--- config.mk ---
export PLATFORM = sky130hd
export DESIGN_NAME = operand_stack_flat
export DESIGN_NICKNAME = d
export VERILOG_FILES = /design/src/rtl/operand_stack_if.sv /design/src/rtl/operand_stack.sv /design/src/flat_wrapper.sv
export SDC_FILE = /design/constraint.sdc
export NUM_CORES = 1
export LEC_CHECK = 0
export CAP_MARGIN = 30
export CELL_PAD_IN_SITES_DETAIL_PLACEMENT = 0
export CELL_PAD_IN_SITES_GLOBAL_PLACEMENT = 2
export CORE_MARGIN = 3
export CORE_UTILIZATION = 35
export CTS_CLUSTER_DIAMETER = 200
export DETAILED_ROUTE_END_ITERATION = 10
export PLACE_DENSITY = 0.66
export SETUP_SLACK_MARGIN = 0.15
export SLEW_MARGIN = 15
export SYNTH_ARGS = -nofsm -noshare
export SYNTH_HDL_FRONTEND = slang
export SYNTH_SLANG_ARGS = --single-unit
--- constraint.sdc ---
create_clock -name clk -period 13.3 [get_ports clk]
set_input_delay 2.66 -clock clk [delete_from_list [all_inputs] [get_ports clk]]
set_output_delay 2.66 -clock clk [all_outputs]
set_load 0.05 [all_outputs]
--- src/rtl/operand_stack_if.sv ---
// Operand stack command/response bundle: the master issues op/data each cycle, and the
// slave reports its top-of-stack view and the result of the last op.
interface operand_stack_if #(
   parameter int unsigned WIDTH      = 32,
   parameter int unsigned DEPTH_LOG2 = 4
);
   logic [2:0]            op;
   logic [WIDTH-1:0]      data;
   logic [WIDTH-1:0]      tos;
   logic [WIDTH-1:0]      nos;
   logic [DEPTH_LOG2:0]   count;
   logic [1:0]            status;
   logic [1:0]            error;

   modport master (
      output op, data,
      input  tos, nos, count, status, error
   );

   modport slave (
      input  op, data,
      output tos, nos, count, status, error
   );
endinterface

--- src/rtl/operand_stack.sv ---
// Bounded LIFO operand stack with one op per cycle, two write ports for SWAP,
// and a non-sticky per-op error code. Only count and error are reset.
module operand_stack #(
   parameter int unsigned WIDTH      = 32,
   parameter int unsigned DEPTH_LOG2 = 4
) (
   input logic            clk,
   input logic            reset,
   operand_stack_if.slave bus
);
   localparam int unsigned Cap  = 2 ** DEPTH_LOG2;
   localparam int unsigned IdxW = (DEPTH_LOG2 > 0) ? DEPTH_LOG2 : 1;
   localparam logic [DEPTH_LOG2:0] CntZero = '0;
   localparam logic [DEPTH_LOG2:0] CntOne  = (DEPTH_LOG2 + 1)'(1);
   localparam logic [DEPTH_LOG2:0] CntTwo  = (DEPTH_LOG2 + 1)'(2);
   localparam logic [DEPTH_LOG2:0] CntCap  = (DEPTH_LOG2 + 1)'(Cap);

   typedef enum logic [2:0] {
      OpNop, OpPush, OpPop, OpReplace, OpDup, OpSwap, OpPop2Push, OpIllegal
   } op_e;

   typedef enum logic [1:0] {ErrNone, ErrUnderflow, ErrOverflow, ErrIllegal} err_e;

   logic [WIDTH-1:0]    mem [Cap];
   logic [DEPTH_LOG2:0] count_q, count_d;
   err_e                error_q, error_d;

   logic [IdxW-1:0]     top_idx, sec_idx, push_idx;
   logic [WIDTH-1:0]    top_val, sec_val;
   logic                is_empty, is_full, has_two;
   op_e                 op;

   logic                wa_en, wb_en;
   logic [IdxW-1:0]     wa_idx, wb_idx;
   logic [WIDTH-1:0]    wa_val, wb_val;

   assign op       = op_e'(bus.op);
   assign top_idx  = IdxW'(count_q - CntOne);
   assign sec_idx  = IdxW'(count_q - CntTwo);
   assign push_idx = IdxW'(count_q);
   assign top_val  = mem[top_idx];
   assign sec_val  = mem[sec_idx];
   assign is_empty = (count_q == CntZero);
   assign is_full  = (count_q == CntCap);
   assign has_two  = (count_q > CntOne);

   // Stale array entries above count are masked so they never reach the outputs.
   assign bus.tos    = is_empty ? '0 : top_val;
   assign bus.nos    = has_two ? sec_val : '0;
   assign bus.count  = count_q;
   assign bus.status = is_full ? 2'd2 : (is_empty ? 2'd1 : 2'd0);
   assign bus.error  = error_q;

   always_comb begin
      count_d = count_q;
      error_d = ErrNone;
      wa_en   = 1'b0;
      wa_idx  = top_idx;
      wa_val  = bus.data;
      wb_en   = 1'b0;
      wb_idx  = sec_idx;
      wb_val  = top_val;
      case (op)
         OpNop: ;
         OpPush: begin
            if (is_full) begin
               error_d = ErrOverflow;
            end else begin
               wa_en   = 1'b1;
               wa_idx  = push_idx;
               count_d = count_q + CntOne;
            end
         end
         OpPop: begin
            if (is_empty) error_d = ErrUnderflow;
            else          count_d = count_q - CntOne;
         end
         OpReplace: begin
            if (is_empty) error_d = ErrUnderflow;
            else          wa_en   = 1'b1;
         end
         OpDup: begin
            // Underflow outranks overflow, so the empty check comes first.
            if (is_empty) begin
               error_d = ErrUnderflow;
            end else if (is_full) begin
               error_d = ErrOverflow;
            end else begin
               wa_en   = 1'b1;
               wa_idx  = push_idx;
               wa_val  = top_val;
               count_d = count_q + CntOne;
            end
         end
         OpSwap: begin
            if (!has_two) begin
               error_d = ErrUnderflow;
            end else begin
               wa_en  = 1'b1;
               wa_val = sec_val;
               wb_en  = 1'b1;
            end
         end
         OpPop2Push: begin
            if (!has_two) begin
               error_d = ErrUnderflow;
            end else begin
               wb_en   = 1'b1;
               wb_val  = bus.data;
               count_d = count_q - CntOne;
            end
         end
         OpIllegal: error_d = ErrIllegal;
      endcase
   end

   always_ff @(posedge clk or posedge reset) begin
      if (reset) begin
         count_q <= CntZero;
         error_q <= ErrNone;
      end else begin
         count_q <= count_d;
         error_q <= error_d;
      end
   end

   always_ff @(posedge clk) begin
      if (!reset && wa_en) mem[wa_idx] <= wa_val;
      if (!reset && wb_en) mem[wb_idx] <= wb_val;
   end
endmodule

--- src/flat_wrapper.sv ---
// flat-port wrapper written by rule: the top's interface ports become plain ports
module operand_stack_flat 
#(
   parameter int unsigned WIDTH      = 32,
   parameter int unsigned DEPTH_LOG2 = 4
)
  (clk, reset, bus_op, bus_data, bus_tos, bus_nos, bus_count, bus_status, bus_error);
  operand_stack_if #(.WIDTH(WIDTH), .DEPTH_LOG2(DEPTH_LOG2)) bus_i ();
  input logic clk;
  input logic reset;
  input wire logic [$bits(bus_i.op)-1:0] bus_op;
  input wire logic [$bits(bus_i.data)-1:0] bus_data;
  output wire logic [$bits(bus_i.tos)-1:0] bus_tos;
  output wire logic [$bits(bus_i.nos)-1:0] bus_nos;
  output wire logic [$bits(bus_i.count)-1:0] bus_count;
  output wire logic [$bits(bus_i.status)-1:0] bus_status;
  output wire logic [$bits(bus_i.error)-1:0] bus_error;
  assign bus_i.op = bus_op;
  assign bus_i.data = bus_data;
  assign bus_tos = bus_i.tos;
  assign bus_nos = bus_i.nos;
  assign bus_count = bus_i.count;
  assign bus_status = bus_i.status;
  assign bus_error = bus_i.error;
  operand_stack #(.WIDTH(WIDTH), .DEPTH_LOG2(DEPTH_LOG2)) u_core (.clk(clk), .reset(reset), .bus(bus_i));
endmodule
* Word-level counts from Yosys, hierarchy flattened
Memory sizes are Yosys's and may differ from the RTL's. Index checks and enable logic that the tools add are counted.
Cells by class: add/sub/neg operators 3, order comparisons 1, eq/ne operators 11, muxes and demuxes 32, reductions and logical operators 8
Operator list (count):
- $mux 32 | 7
- $pmux 32 s2 | 1
- $mux 5 | 4
- $pmux 5 s4 | 1
- $eq 3x3->1 const B | 4
- $mux 1 | 11
- $pmux 2 s5 | 1
- $mux 4 | 2
- $pmux 4 s2 | 1
- $eq 3x2->1 const B | 2
- $mux 2 | 3
- $add 5x1->5 const B | 1
- $eq 5x5->1 const B | 1
- $gt 5x1->1 const B | 1
- $logic_not 5->1 | 1
- $sub 5x1->5 const B | 1
- $ne 2x2->1 const B | 2
- $pmux 1 s4 | 1
- $reduce_and 4->1 | 1
- $reduce_bool 4->1 | 1
- $reduce_or 2->1 | 2
- $sub 4x2->4 const B | 1
- $eq 3x1->1 const B | 1
- $logic_and 1x1->1 | 2
- 2 further kinds | 2
Storage, ports and cells: flip-flop bits (word level) 7, RAM bits 512, output and inout port bits 73, memories 1
Memory list:
- u_core.mem | words 16, bits a word 32, rd ports 2, clocked after Yosys merged registers in 0, wr ports 2, line operand_stack.sv:24 | logic [WIDTH-1:0] mem [Cap];

* Longest topological paths before layout
depth after elaboration 7, gate-level depth with buffers 16, depth with buffers taken out 10

* Least setup slack after synthesis
Ideal clock, no wire load.
path kind flip-flop to output port, start register u_core.count_q[1], in the netlist u_core.bus.count[1], end output bus_nos[28], arrival 3.783 ns, required time 10.640 ns, path slack 6.857 ns, cell stages (with the launch flop) 12, buffers on the path 5, path through dfrtp_1 -> buf_2 -> buf_2 -> buf_2 -> inv_1 -> ha_1 -> xor2_1 -> nand2b_1 -> clkbuf_1 -> clkbuf_1 -> o22ai_1 -> nor3_1
On the way: word-level cells in the longest chain between the ends 3, elaborated cells on any way between the ends 4
RTL lines:
- start: declaration | line operand_stack.sv:25 | logic [DEPTH_LOG2:0] count_q, count_d;
- start signal: assignment | line operand_stack.sv:119 | count_q <= CntZero;
- start signal: assignment | line operand_stack.sv:122 | count_q <= count_d;
- $sub 4x2->4 | line operand_stack.sv:39 | assign sec_idx = IdxW'(count_q - CntTwo);
- $mem_v2 16x32
- $mux 32 * | line operand_stack.sv:49 | assign bus.nos = has_two ? sec_val : '0;
- end: declaration | line flat_wrapper.sv:14 | output wire logic [$bits(bus_i.nos)-1:0] bus_nos;
Every way passes the cells marked *; elsewhere a longest branch is shown, timed or not.

* Worst setup path in the final report
start register u_core.count_q[0], in the netlist u_core.bus.count[0], end output bus_tos[9]
On the way: word-level cells in the longest chain between the ends 3, elaborated cells on any way between the ends 4
RTL lines:
- $sub 5x1->5
- $mem_v2 16x32
- $mux 32 * | line operand_stack.sv:48 | assign bus.tos = is_empty ? '0 : top_val;
- end: declaration | line flat_wrapper.sv:13 | output wire logic [$bits(bus_i.tos)-1:0] bus_tos;
Marks and branches as above.

==> run summary <==
The flow ran to the end, and the final reports show no timing, DRC or antenna violations. Count of mapped cells out of synthesis: 2610. Tracing the worst setup path back leads to its startpoint at u_core.bus.count[0]. The tools report the capturing point of the worst reg2reg path as u_core.mem[8][9]. For the pin with the worst max-slew slack, the measured transition is 1.16 ns. The run gives 0.355 as the starting density of the core. For the maximum frequency from static timing analysis, the log shows 0.113 GHz.

The critical path contains buffers and inverters numbering 5 combined. In this run the deepest clock path goes through 3 buffers. Before antenna repair, the detailed router went through 6 iterations. Signal routing reaches up to met5. Largest delay contributor family on the critical path: buffers and inverters. The horizontal die dimension was 315 µm. The critical path goes through buf_16 > inv_4 > ha_4 > buf_4 > buf_4 > mux2i_1 > nand3_1 > nand4_1 > mux2_1 > nor2_1 > clkdlybuf4s50_1. The met2 wirelength from detailed routing was 59800 µm.

The run gives 0.772 as the final RePlAce weighted congestion. The tools report the portion of the post-synthesis area used by sequential elements as 0.466. The tools report the worst slew slack as a fraction of its limit as 0.229. From bottom edge to top edge, the die measures 315 µm. After clock tree synthesis, the repair step resized 0 gates. Counting the buffers created by CTS gives 61.

Input and output buffers added on the ports amount to 109. The max capacitance violation total is 0. At the worst endpoint, the required time is 10.64 ns.

The critical path runs through a total of 11 cells. After the last flow step, the layout net total stands at 2604. After clock tree synthesis, the clock-pin slew on the worst setup and hold paths is 0.07 ns.

Cell at the slowest stage of the critical path: sky130_fd_sc_hd__ha_4. The logs give 2 for the number of antenna violations at the first check in global routing and 126000 µm for the detailed-route wire length. The library cells used most frequently in the layout, excluding fill and tap cells, are 749 x sky130_fd_sc_hd__mux2i_1, 512 x sky130_fd_sc_hd__edfxtp_1, 240 x sky130_fd_sc_hd__nand3_1, 137 x sky130_fd_sc_hd__mux4_2, 109 x sky130_fd_sc_hd__clkdlybuf4s50_1. The tools report the number of slew-limit violations in the final report as 0. Per-cell via count in the routed design: 6.21.

Wire length of the first global-routing pass: 179000 µm. Synthesis inferred 519 register bits. In the routed design, unresolved DRC markers number 0. The worst setup path is launched from a flip-flop. For the global-route total usage across every layer, the log shows 0.250. The tools report the clock latency of the later-clocked register in the worst-skew pair as 0.65 ns.

Number of global-route vias before repair: 24300. The Yosys step of the flow raised 0 warnings. The final route contains 24000 vias. The logs give 0 ns for the total negative slack and 2316 for the detailed router's first-iteration violation count. The average wire per standard cell works out to 32.7 µm. The primary flip-flop cell chosen by synthesis mapping was sky130_fd_sc_hd__edfxtp_1.

The period utilization is 0.664, and the maximum fanout along the worst path is 56. The setup check on the worst reg-to-reg path leaves a slack of 7.78 ns. The clock sink count is 519, and the number of H-tree levels is 2. In this run the worst setup path terminates at bus_tos[9]. Setup violations remaining at the end of the flow were counted as 0. The met3 layer wire length in the routed design was 10100 µm; the mean instance size in the synthesized netlist was 12.8 µm². The library cell used most frequently in the layout, excluding fill and tap cells, is sky130_fd_sc_hd__mux2i_1. The path class of the tightest hold or removal check is flip-flop to flip-flop. The detail route stage leaves a number of antenna-violating nets equal to 0. The clock arrives with 0.0177 ns of skew. The number of library cell types mapped by synthesis is 63.

The wire length the detailed router placed on met1 is 53000 µm. Setup repair after global routing left no endpoint under its margin. The cell area that synthesis handed to floorplanning was 0.0333 mm². CTS placed an instance of sky130_fd_sc_hd__clkbuf_16 at the clock tree root. On the worst path, the slowest cell contributes a delay of 0.84 ns. Buffers inserted to repair hold after CTS numbered 0. Detailed placement ended at an HPWL of 62700 µm.

Entering global routing, the biggest net connects 151 pins. Boundary pin count: 110. In this run, synthesis inferred 512 flip-flops with an integrated enable. Global routing finished with a remaining overflow of 0. The number of nets produced by synthesis is 2655, and the synthesis-to-layout area growth is 11.8%.

The full die area was 0.0990 mm². TritonCTS built the clock tree. Hold is met by 0.737 ns. The worst setup path is captured at an output port. The fraction of synthesis flops using an asynchronous set or reset pin came out at 0.0135. After floorplanning, the core was sized to cover 0.0939 mm². Length in cells of the worst reg-to-reg path: 11.

The fraction of final layout cells sized beyond drive strength 1 is 0.156. The most frequent cell on the critical path is sky130_fd_sc_hd__buf_4. The startpoint identified for the worst register-to-register timing path is u_core.bus.count[0].

For the number of hold violations in the final report, the log shows 0. The final critical delay including setup and external delays was 8.83 ns; the number of placement rows was 112. The number of buffers inserted to repair setup after CTS is 0.

Data on the critical path arrives at its endpoint at 6.17 ns. The worst setup path is of the flip-flop to output port kind.
-- state kept, by name (all words and copies together) (netlist names) --
signal	flops
u_core.mem	512
u_core.bus.count	5
u_core.bus.error	2
-- worst min path at each step --
stage,cells after the start,slack (ns),from,to
floorplan,2,0.95,u_core.bus.count[4],u_core.bus.count[4]
global placement,2,0.73,u_core.bus.count[2],u_core.bus.count[2]
detailed placement,2,0.73,u_core.bus.count[2],u_core.bus.count[2]
CTS,2,0.74,u_core.bus.count[2],u_core.bus.count[2]
global route,2,0.79,u_core.bus.count[2],u_core.bus.count[2]
finish,2,0.74,u_core.bus.count[2],u_core.bus.count[2]
-- area by class of cell --
type	instances	area [µm²]
inverter	6	25.0
antenna	1	2.50
timing repair buffer	178	1810
clock buffer	81	1620
sequential	519	15600
fill	8828	56600
multi-input combinational	1793	16400
clock inverter	28	259
tap	1254	1570
-- synth_stat cells (31+ instances only) --
library cell | count | share of area
sky130_fd_sc_hd__o31ai_1 | 31 | 0.0070
sky130_fd_sc_hd__edfxtp_1 | 512 | 0.46
sky130_fd_sc_hd__mux4_2 | 137 | 0.093
sky130_fd_sc_hd__nand3_1 | 240 | 0.036
sky130_fd_sc_hd__buf_4 | 58 | 0.013
sky130_fd_sc_hd__nand4_1 | 60 | 0.011
sky130_fd_sc_hd__clkbuf_1 | 65 | 0.0073
sky130_fd_sc_hd__a21oi_1 | 37 | 0.0056
sky130_fd_sc_hd__nand2_1 | 87 | 0.0098
sky130_fd_sc_hd__mux2i_1 | 749 | 0.22
sky130_fd_sc_hd__nor3_1 | 60 | 0.0090
sky130_fd_sc_hd__nor2_1 | 99 | 0.011
sky130_fd_sc_hd__mux2_2 | 32 | 0.011
sky130_fd_sc_hd__buf_2 | 132 | 0.020
sky130_fd_sc_hd__o22ai_1 | 70 | 0.013
-- routing by layer --
metal	GRT usage	up-vias
li1	-	10200
met1	0.335	12500
met2	0.410	1079
met3	0.0510	228
met4	0.0723	2
met5	0	-
-- kinds of logic after synthesis --
| group | synth area share |
|---|---|
| AOI/OAI and AO/OA | 0.0568 |
| buffers and inverters | 0.0516 |
| and+or+nand+nor | 0.0897 |
| xor gates and xnor gates | 0.00311 |
| muxes | 0.330 |
| adders and majority gates | 0.00300 |
| DFF | 0.466 |
-- per-stage QoR --
step | cells | area (µm²) | worst slack [ns] | utilization
detailed placement | 3744 | 35300 | 4.73 | 0.375
global placement | 3742 | 35200 | 4.91 | 0.375
global route | 3859 | 37300 | 4.20 | 0.397
finish | 3860 | 37300 | 4.47 | 0.397
floorplan | 2610 | 33300 | 6.86 | -
CTS | 3853 | 37100 | 4.02 | 0.396
-- worst register-to-register path, delay by kind of cell (launching register included) --
family                     cells  cell delay [ns]
adders and majority gates      1             0.87
AOI/OAI and AO/OA              2             0.63
buffers and inverters          4             2.33
muxes                          2             0.51
and+or+nand+nor                2             0.31
DFF                            1             0.57
Power is left out: the tool's default activity adds up to more than one toggle a clock period on the data nets, which glitch-free logic cannot reach.
